[src/rtl/mycpu_pkg.sv]
// Shared types and constants for the execute-stage multiply/divide unit.
package mycpu_pkg;

  typedef enum logic [1:0] {
    MD_MUL_U = 2'b00,
    MD_MUL_S = 2'b01,
    MD_DIV_U = 2'b10,
    MD_DIV_S = 2'b11
  } md_op_t;

  typedef enum logic [1:0] {
    MD_IDLE = 2'b00,
    MD_CALC = 2'b01,
    MD_FIX  = 2'b10,
    MD_DONE = 2'b11
  } md_state_t;

  localparam int MD_ITER = 16;

endpackage

[src/rtl/mul_div_unit_16.sv]
// Iterative multiply/divide unit: shift-add multiply and restoring divide,
// one result bit per cycle, signed ops computed on magnitudes with a final
// sign fix. lo feeds the writeback mux, hi feeds the HI special register.
module mul_div_unit_16
  import mycpu_pkg::*;
#(
  parameter int WIDTH = 16
) (
  input  logic             clk,
  input  logic             rst_n,
  input  logic             start_in,
  input  md_op_t           op_in,
  input  logic [WIDTH-1:0] a_in,
  input  logic [WIDTH-1:0] b_in,
  input  logic             flush_in,
  output logic             busy_out,
  output logic             done_out,
  output logic [WIDTH-1:0] result_lo_out,
  output logic [WIDTH-1:0] result_hi_out,
  output logic             div0_out
);

  localparam int CW = $clog2(WIDTH);
  localparam logic [CW-1:0] LAST = CW'(WIDTH - 1);

  // Two's-complement negate when requested; used for magnitudes and sign fix.
  function automatic logic [WIDTH-1:0] apply_sign(input logic [WIDTH-1:0] v, input logic neg);
    return neg ? -v : v;
  endfunction

  function automatic logic [2*WIDTH-1:0] apply_sign_wide(input logic [2*WIDTH-1:0] v, input logic neg);
    return neg ? -v : v;
  endfunction

  md_state_t          r_state;
  md_op_t             r_op;
  logic               r_neg_a;
  logic               r_neg_b;
  logic               r_div0;
  logic [CW-1:0]      r_cnt;
  logic [WIDTH-1:0]   r_opb;
  logic [2*WIDTH-1:0] r_acc;
  logic [WIDTH-1:0]   r_lo;
  logic [WIDTH-1:0]   r_hi;
  logic               r_div0_out;

  // Operand conditioning at accept time.
  logic signed [WIDTH-1:0] w_a_s;
  logic signed [WIDTH-1:0] w_b_s;
  logic                    w_a_neg;
  logic                    w_b_neg;
  logic [WIDTH-1:0]        w_a_mag;
  logic [WIDTH-1:0]        w_b_mag;
  logic                    w_b_zero;

  assign w_a_s    = a_in;
  assign w_b_s    = b_in;
  assign w_a_neg  = op_in[0] && (w_a_s < 0);
  assign w_b_neg  = op_in[0] && (w_b_s < 0);
  assign w_a_mag  = apply_sign(a_in, w_a_neg);
  assign w_b_mag  = apply_sign(b_in, w_b_neg);
  assign w_b_zero = op_in[1] && (b_in == '0);

  // Shared adder: hi + multiplicand for MUL, trial subtract of divisor for DIV.
  // For DIV the top carry is set exactly when the shifted remainder >= divisor.
  logic             w_is_div;
  logic [WIDTH:0]   w_shift;
  logic [WIDTH:0]   w_add_x;
  logic [WIDTH:0]   w_add_y;
  logic [WIDTH+1:0] w_sum;
  logic             w_ge;
  logic [WIDTH-1:0] w_rem;
  logic [2*WIDTH-1:0] w_acc_next;

  assign w_is_div = r_op[1];
  assign w_shift  = r_acc[2*WIDTH-1:WIDTH-1];
  assign w_add_x  = w_is_div ? w_shift : {1'b0, r_acc[2*WIDTH-1:WIDTH]};
  assign w_add_y  = w_is_div ? ~{1'b0, r_opb} : {1'b0, r_opb};
  assign w_sum    = {1'b0, w_add_x} + {1'b0, w_add_y} + (WIDTH+2)'(w_is_div);
  assign w_ge     = w_sum[WIDTH+1];
  assign w_rem    = w_ge ? w_sum[WIDTH-1:0] : w_shift[WIDTH-1:0];

  // One iteration: right shift with add-carry for MUL, left shift with quotient bit for DIV.
  always_comb begin
    w_acc_next = r_acc;
    if (w_is_div) begin
      w_acc_next = {w_rem, r_acc[WIDTH-2:0], w_ge};
    end else if (r_acc[0]) begin
      w_acc_next = {w_sum[WIDTH:0], r_acc[WIDTH-1:1]};
    end else begin
      w_acc_next = {1'b0, r_acc[2*WIDTH-1:1]};
    end
  end

  // Final sign rules: product negated on sign mismatch; quotient by sign(a)^sign(b), remainder by sign(a).
  logic [2*WIDTH-1:0] w_prod_fix;
  logic [WIDTH-1:0]   w_quo_fix;
  logic [WIDTH-1:0]   w_rem_fix;

  assign w_prod_fix = apply_sign_wide(r_acc, r_neg_a ^ r_neg_b);
  assign w_quo_fix  = apply_sign(r_acc[WIDTH-1:0], r_neg_a ^ r_neg_b);
  assign w_rem_fix  = apply_sign(r_acc[2*WIDTH-1:WIDTH], r_neg_a);

  // Control FSM with datapath and registered results; flush aborts without touching results.
  always_ff @(posedge clk or negedge rst_n) begin
    if (!rst_n) begin
      r_state    <= MD_IDLE;
      r_op       <= MD_MUL_U;
      r_neg_a    <= 1'b0;
      r_neg_b    <= 1'b0;
      r_div0     <= 1'b0;
      r_cnt      <= '0;
      r_opb      <= '0;
      r_acc      <= '0;
      r_lo       <= '0;
      r_hi       <= '0;
      r_div0_out <= 1'b0;
    end else if (flush_in) begin
      r_state <= MD_IDLE;
      r_cnt   <= '0;
    end else begin
      case (r_state)
        MD_IDLE, MD_DONE: begin
          if (start_in) begin
            r_op    <= op_in;
            r_neg_a <= w_a_neg;
            r_neg_b <= w_b_neg;
            r_div0  <= w_b_zero;
            r_cnt   <= '0;
            if (w_b_zero) begin
              r_acc   <= {{WIDTH{1'b0}}, a_in};
              r_state <= MD_FIX;
            end else if (op_in[1]) begin
              r_opb   <= w_b_mag;
              r_acc   <= {{WIDTH{1'b0}}, w_a_mag};
              r_state <= MD_CALC;
            end else begin
              r_opb   <= w_a_mag;
              r_acc   <= {{WIDTH{1'b0}}, w_b_mag};
              r_state <= MD_CALC;
            end
          end else begin
            r_state <= MD_IDLE;
          end
        end
        MD_CALC: begin
          r_acc <= w_acc_next;
          if (r_cnt == LAST) begin
            r_state <= MD_FIX;
          end else begin
            r_cnt <= r_cnt + CW'(1);
          end
        end
        MD_FIX: begin
          if (r_div0) begin
            r_lo <= '1;
            r_hi <= r_acc[WIDTH-1:0];
          end else if (r_op[1]) begin
            r_lo <= w_quo_fix;
            r_hi <= w_rem_fix;
          end else begin
            r_lo <= w_prod_fix[WIDTH-1:0];
            r_hi <= w_prod_fix[2*WIDTH-1:WIDTH];
          end
          r_div0_out <= r_div0;
          r_state    <= MD_DONE;
        end
        default: r_state <= MD_IDLE;
      endcase
    end
  end

  assign busy_out      = (r_state == MD_CALC) || (r_state == MD_FIX);
  assign done_out      = (r_state == MD_DONE);
  assign result_lo_out = r_lo;
  assign result_hi_out = r_hi;
  assign div0_out      = r_div0_out;

endmodule

[config.mk]
export PLATFORM = sky130hd
export DESIGN_NAME = mul_div_unit_16
export DESIGN_NICKNAME = d
export VERILOG_FILES = /design/src/rtl/mycpu_pkg.sv /design/src/rtl/mul_div_unit_16.sv
export SDC_FILE = /design/constraint.sdc
export NUM_CORES = 1
export LEC_CHECK = 0
export CORE_MARGIN = 2
export CORE_UTILIZATION = 49
export DETAILED_ROUTE_END_ITERATION = 10
export GPL_ROUTABILITY_DRIVEN = 0
export PLACE_DENSITY = 0.7
export SKIP_CTS_REPAIR_TIMING = 1
export SLEW_MARGIN = 25
export SYNTH_ARGS = -nofsm -noshare
export SYNTH_HDL_FRONTEND = slang
export SYNTH_SLANG_ARGS = --single-unit
[constraint.sdc]
create_clock -name clk -period 5.6 [get_ports clk]
set_clock_uncertainty 0.2 [all_clocks]
set_input_delay 1.4 -clock clk [delete_from_list [all_inputs] [get_ports clk]]
set_output_delay 1.4 -clock clk [all_outputs]
set_load 0.01 [all_outputs]
* Word level (Yosys, flattened, before mapping)
Index checks and enable logic that the tools add are counted.
Word-level totals: logic and storage cells 75, register bits after elaboration 92, input bits 38
Operators by class: magnitude comparators 2, $add $sub $neg 8, reductions and logical operators 14, bitwise logic cells 4, muxes and demuxes 28, equality and inequality tests 8
Operator list (number):
- 2-to-1 mux 16 bit | 12
- 2-to-1 mux 32 bit | 4
- negator 16 bit | 4
- case mux 32 bit (2 select lines) | 1
- 2-to-1 mux 17 bit | 2
- less-than comparator 16 x 1 -> 1 bit (second input constant) | 2
- negator 32 bit | 1
- adder 17 x 17 -> 18 bit | 1
- adder 18 x 1 -> 18 bit | 1
- inverter 16 -> 17 bit | 1
- logical NOT 16 bit | 1
- 2-to-1 mux 4 bit | 3
- inequality test 3 bit (second input constant) | 3
- AND reduction 3 bit | 3
- 2-to-1 mux 2 bit | 4
- case mux 4 bit (2 select lines) | 1
- case mux 2 bit (3 select lines) | 1
- adder 4 x 1 -> 4 bit (second input constant) | 1
- equality test 2 bit (second input constant) | 2
- equality test 4 bit (second input constant) | 1
- AND reduction 4 bit | 1
- logical AND 1 bit | 3
- nonzero test 3 bit | 1
- equality test 2 x 1 -> 1 bit (second input constant) | 1
- 8 further kinds | 9

* Longest topological paths before layout
depth in word-level cells 7, mapped depth 17

* Worst setup path after synthesis
Ideal clock, no wire load.
path kind register -> register, start reg r_op[1], end reg r_acc[29], path slack 1.434 ns, stages on the path, launching flop included 14, path buffers 5, data arrival time 3.844 ns, library setup time 0.122 ns, cell sequence dfrtp_1 buf_2 buf_2 buf_2 clkbuf_1 clkbuf_1 xor2_1 ha_1 a21oi_1 nor2_1 o31ai_1 o21ai_4 or3_1 a32o_1
Between the ends: cells in the longest elaborated chain, start to end 6, elaborated cells on any way between the ends 8
RTL lines:
- from (decl) | RTL line mul_div_unit_16.sv:36 | md_op_t r_op;
- from (signal assigned) | RTL line mul_div_unit_16.sv:125 | r_op <= op_in;
- 2-to-1 mux 17 bit, on equally long branches | RTL line mul_div_unit_16.sv:77, mul_div_unit_16.sv:78
- adder 17 x 17 -> 18 bit | RTL line mul_div_unit_16.sv:79 | assign w_sum = {1'b0, w_add_x} + {1'b0, w_add_y} + (WIDTH+2)'(w_is_div);
- adder 18 x 1 -> 18 bit | RTL line mul_div_unit_16.sv:79
- 2-to-1 mux 32 bit / 2-to-1 mux 16 bit (equally long branches) | RTL line mul_div_unit_16.sv:88, mul_div_unit_16.sv:81
- 2-to-1 mux 32 bit * | RTL line mul_div_unit_16.sv:86 | if (w_is_div) begin
- case mux 32 bit (2 select lines) * | RTL line mul_div_unit_16.sv:122 | case (r_state)
- to (signal assigned) | RTL line mul_div_unit_16.sv:131 | r_acc <= {{WIDTH{1'b0}}, a_in};
- to (signal assigned) | RTL line mul_div_unit_16.sv:135 | r_acc <= {{WIDTH{1'b0}}, w_a_mag};
- to (signal assigned) | RTL line mul_div_unit_16.sv:139 | r_acc <= {{WIDTH{1'b0}}, w_b_mag};
- to (decl) | RTL line mul_div_unit_16.sv:42 | logic [2*WIDTH-1:0] r_acc;
Mark *: on every way between the ends. The rest lies on a longest branch, timed or not. A chain may end at the register's enable or synchronous reset.

* Worst setup path after layout
start reg r_op[1], end reg r_acc[31]
The elaborated chain is that of the path after synthesis.

==> flow_summary.ini <==
[outcome]
status = completed

[synthesis]
netlist.area_leader.share = 0.301
yosys_warnings = 0
synth-async-reset-ratio = 1.00
synth-seq-area-share = 0.301
synth_area_um2 = 7570
synth.avg_cell_area_um2 = 8.26
synth_edf_count = 0
synth_flop_cell = dfrtp_1
synth_top_area_cell = dfrtp_1
synth_fp_nets = 978
synth_seq_cells = 91
synth.distinct_cells = 73
syn_inst = 916
synth_area_leaders = dfrtp_1 30%, xnor2_1 4.9%, xor2_1 4.9%

[clock_tree]
clk_path_buf_depth = 2
clkSinkCount = 91
cts_tree = yes
h-tree-depth = 3
cts.clk_slew.worst_paths_ns = 0.07
cts_buffers = 9
root_buffer = clkbuf_16
clk_latency_ns = 0.36

[finish]
layout.nets = 996
final_cell_mix = 90 x dfrtp_1, 86 x nand2_1, 71 x a21oi_1, 70 x clkdlybuf4s50_1, 57 x nor2_1
syn2layout_area_growth_pct = 13.7
final_area_um2 = 8600
finalNonFillerCells = 1127
fillerInstances = 1393
fin_util = 0.568
antennaDiodeCount = 0
drive_gt1_frac = 0.0735
mostFrequentLayoutCell = dfrtp_1

[global_route]
grt_pass1_vias = 6210
antenna_found_initial = 0
grt_max_degree = 72
grt_usage = 0.254
globalRouteOverflowTotal = 0
grt_pass1_wl_mm = 33.3

[route]
vias = 6932
drt-pass1-iter-count = 5
drtIter0Drc = 543
routedWlPerCell_um = 18.1
wl_mm = 20.4
drc_errors = 0
routed_via_density = 6.15
ant_nets = 0

[sta]
finalHoldViolCount = 0
finalCritPeriodShare = 0.729
rsz0062_at_grt = false
period_needed_ns = 4.08
relSlewSlack = 0.332
drv_slew = 0
worstMarginPinSlew_ns = 1.00
tns_ns = 0
max_freq_mhz = 245
setup_violations = 0

[critical_path]
regToRegStartpoint = r_op[1]
cp_max_fo = 51
r2r-end = r_acc[31]
r2r_slack_ns = 1.52
path_class = reg -> reg
cp-start-kind = flip-flop
crit_path_end_kind = flip-flop
arrival_ns = 4.10
worstPathRequired_ns = 5.61
r2r_cells = 8

[floorplanning]
floorplan.rows = 45
dieArea_um2 = 16500
fp.dieW_um = 128
start_util = 0.500
die_h_um = 128
io_pins = 73
core_um2 = 15100

[placed_design]
dp_hpwl_mm = 15.0
placedCellCount = 1111
dpl_cell_area_um2 = 8290
portBuffers = 72

[hold_path]
hold_start = result_lo_out[0]
min_path_cells = 2
min_path_type = reg -> reg
min_to = result_lo_out[0]

[job]
drv_cap = 0

[power_and_ir_drop]
ir_drop_uv = 244
power_density_nw_per_um2 = 639
leakage_uw = 0.00370
==> sequential cells by signal, indices dropped and copies added (netlist names) <==
signal / flops
div0_out: 1
r_cnt: 4
r_state: 2
result_hi_out: 16
r_acc: 32
r_op: 1
r_div0: 1
r_neg_a: 1
r_opb: 16
r_neg_b: 1
result_lo_out: 16
==> logic make-up after synthesis <==
| logic type | after synthesis | synth area share |
|---|---|---|
| XOR/XNOR | 84 | 0.0972 |
| flip-flops | 91 | 0.301 |
| AND/OR/NAND/NOR | 261 | 0.168 |
| adder cells (fa/ha/maj) | 24 | 0.0407 |
| AO/OA/AOI/OAI | 299 | 0.262 |
| buffers and inverters | 103 | 0.0559 |
| multiplexers | 54 | 0.0754 |
==> critical path, cell delays in order, from the launching register on <==
cell and delay, ns:
dfrtp_4 0.84, o21ai_0 0.34, fa_1 0.54, a211oi_1 0.39, o211ai_1 0.18, a211oi_1 0.44, o31ai_1 0.17, a2111oi_0 0.69
o41ai_1 0.16
==> metrics by stage <==
stage | total power (uW) | setup slack, ns | hold slack, ns
floorplan | 3890 | 1.43 | 0.269
global placement | 4750 | 1.26 | 0.253
detailed placement | 4790 | 1.19 | 0.275
CTS | 5470 | 1.27 | 0.291
global route | 5950 | 1.20 | 0.309
finish | 5500 | 1.52 | 0.280
==> layer usage <==
layer / track usage / vias up / wire length [um]
met2: 0.395 / 266 / 9160
met1: 0.361 / 3250 / 9570
met3: 0.0280 / 38 / 1130
met5: 0 / - / 0
li1: - / 3378 / -
met4: 0.105 / 0 / 568
==> area by class of cell <==
type                            instances  area (um2)  share of cell area
Inverter                               25        93.8              0.0109
Clock buffer                           10         239              0.0278
Tap cell                              188         235              0.0273
Multi-Input combinational cell        722        4870               0.566
Timing Repair Buffer                   85         811              0.0942
Clock inverter                          6        76.3             0.00887
Sequential cell                        91        2280               0.265
==> cells in the mapped netlist, types with 12 or more instances <==
| cell type | number |
|---|---|
| nand2_1 | 86 |
| nor3_1 | 24 |
| a211oi_1 | 15 |
| dfrtp_1 | 91 |
| mux2_2 | 24 |
| clkbuf_1 | 56 |
| a31oi_1 | 12 |
| o21ai_0 | 32 |
| a21o_1 | 13 |
| mux2i_1 | 30 |
| o22a_1 | 15 |
| inv_1 | 24 |
| xor2_1 | 42 |
| xnor2_1 | 42 |
| nand3_1 | 17 |
| nor2_1 | 57 |
| ha_1 | 23 |
| o21ai_1 | 55 |
| a21oi_1 | 71 |
==> how the worst max path moves through the flow <==
stage / slack [ns] / cells after the start / start / endpoint
floorplan: 1.43 / 13 / r_op[1] / r_acc[29]
global placement: 1.26 / 8 / b_in[6] / r_opb[14]
detailed placement: 1.19 / 9 / b_in[6] / r_opb[15]
CTS: 1.27 / 8 / r_op[1] / r_acc[31]
global route: 1.20 / 8 / r_op[1] / r_acc[31]
finish: 1.52 / 8 / r_op[1] / r_acc[31]
==> power breakdown <==
group | switching (uW) | internal, uW | leakage, uW
sequential | 446 | 934 | 0.00114
clock | 288 | 368 | 0.000156
combinational | 1890 | 1570 | 0.00240
total | 2630 | 2870 | 0.00370
Power figures use the tool's default switching activity.
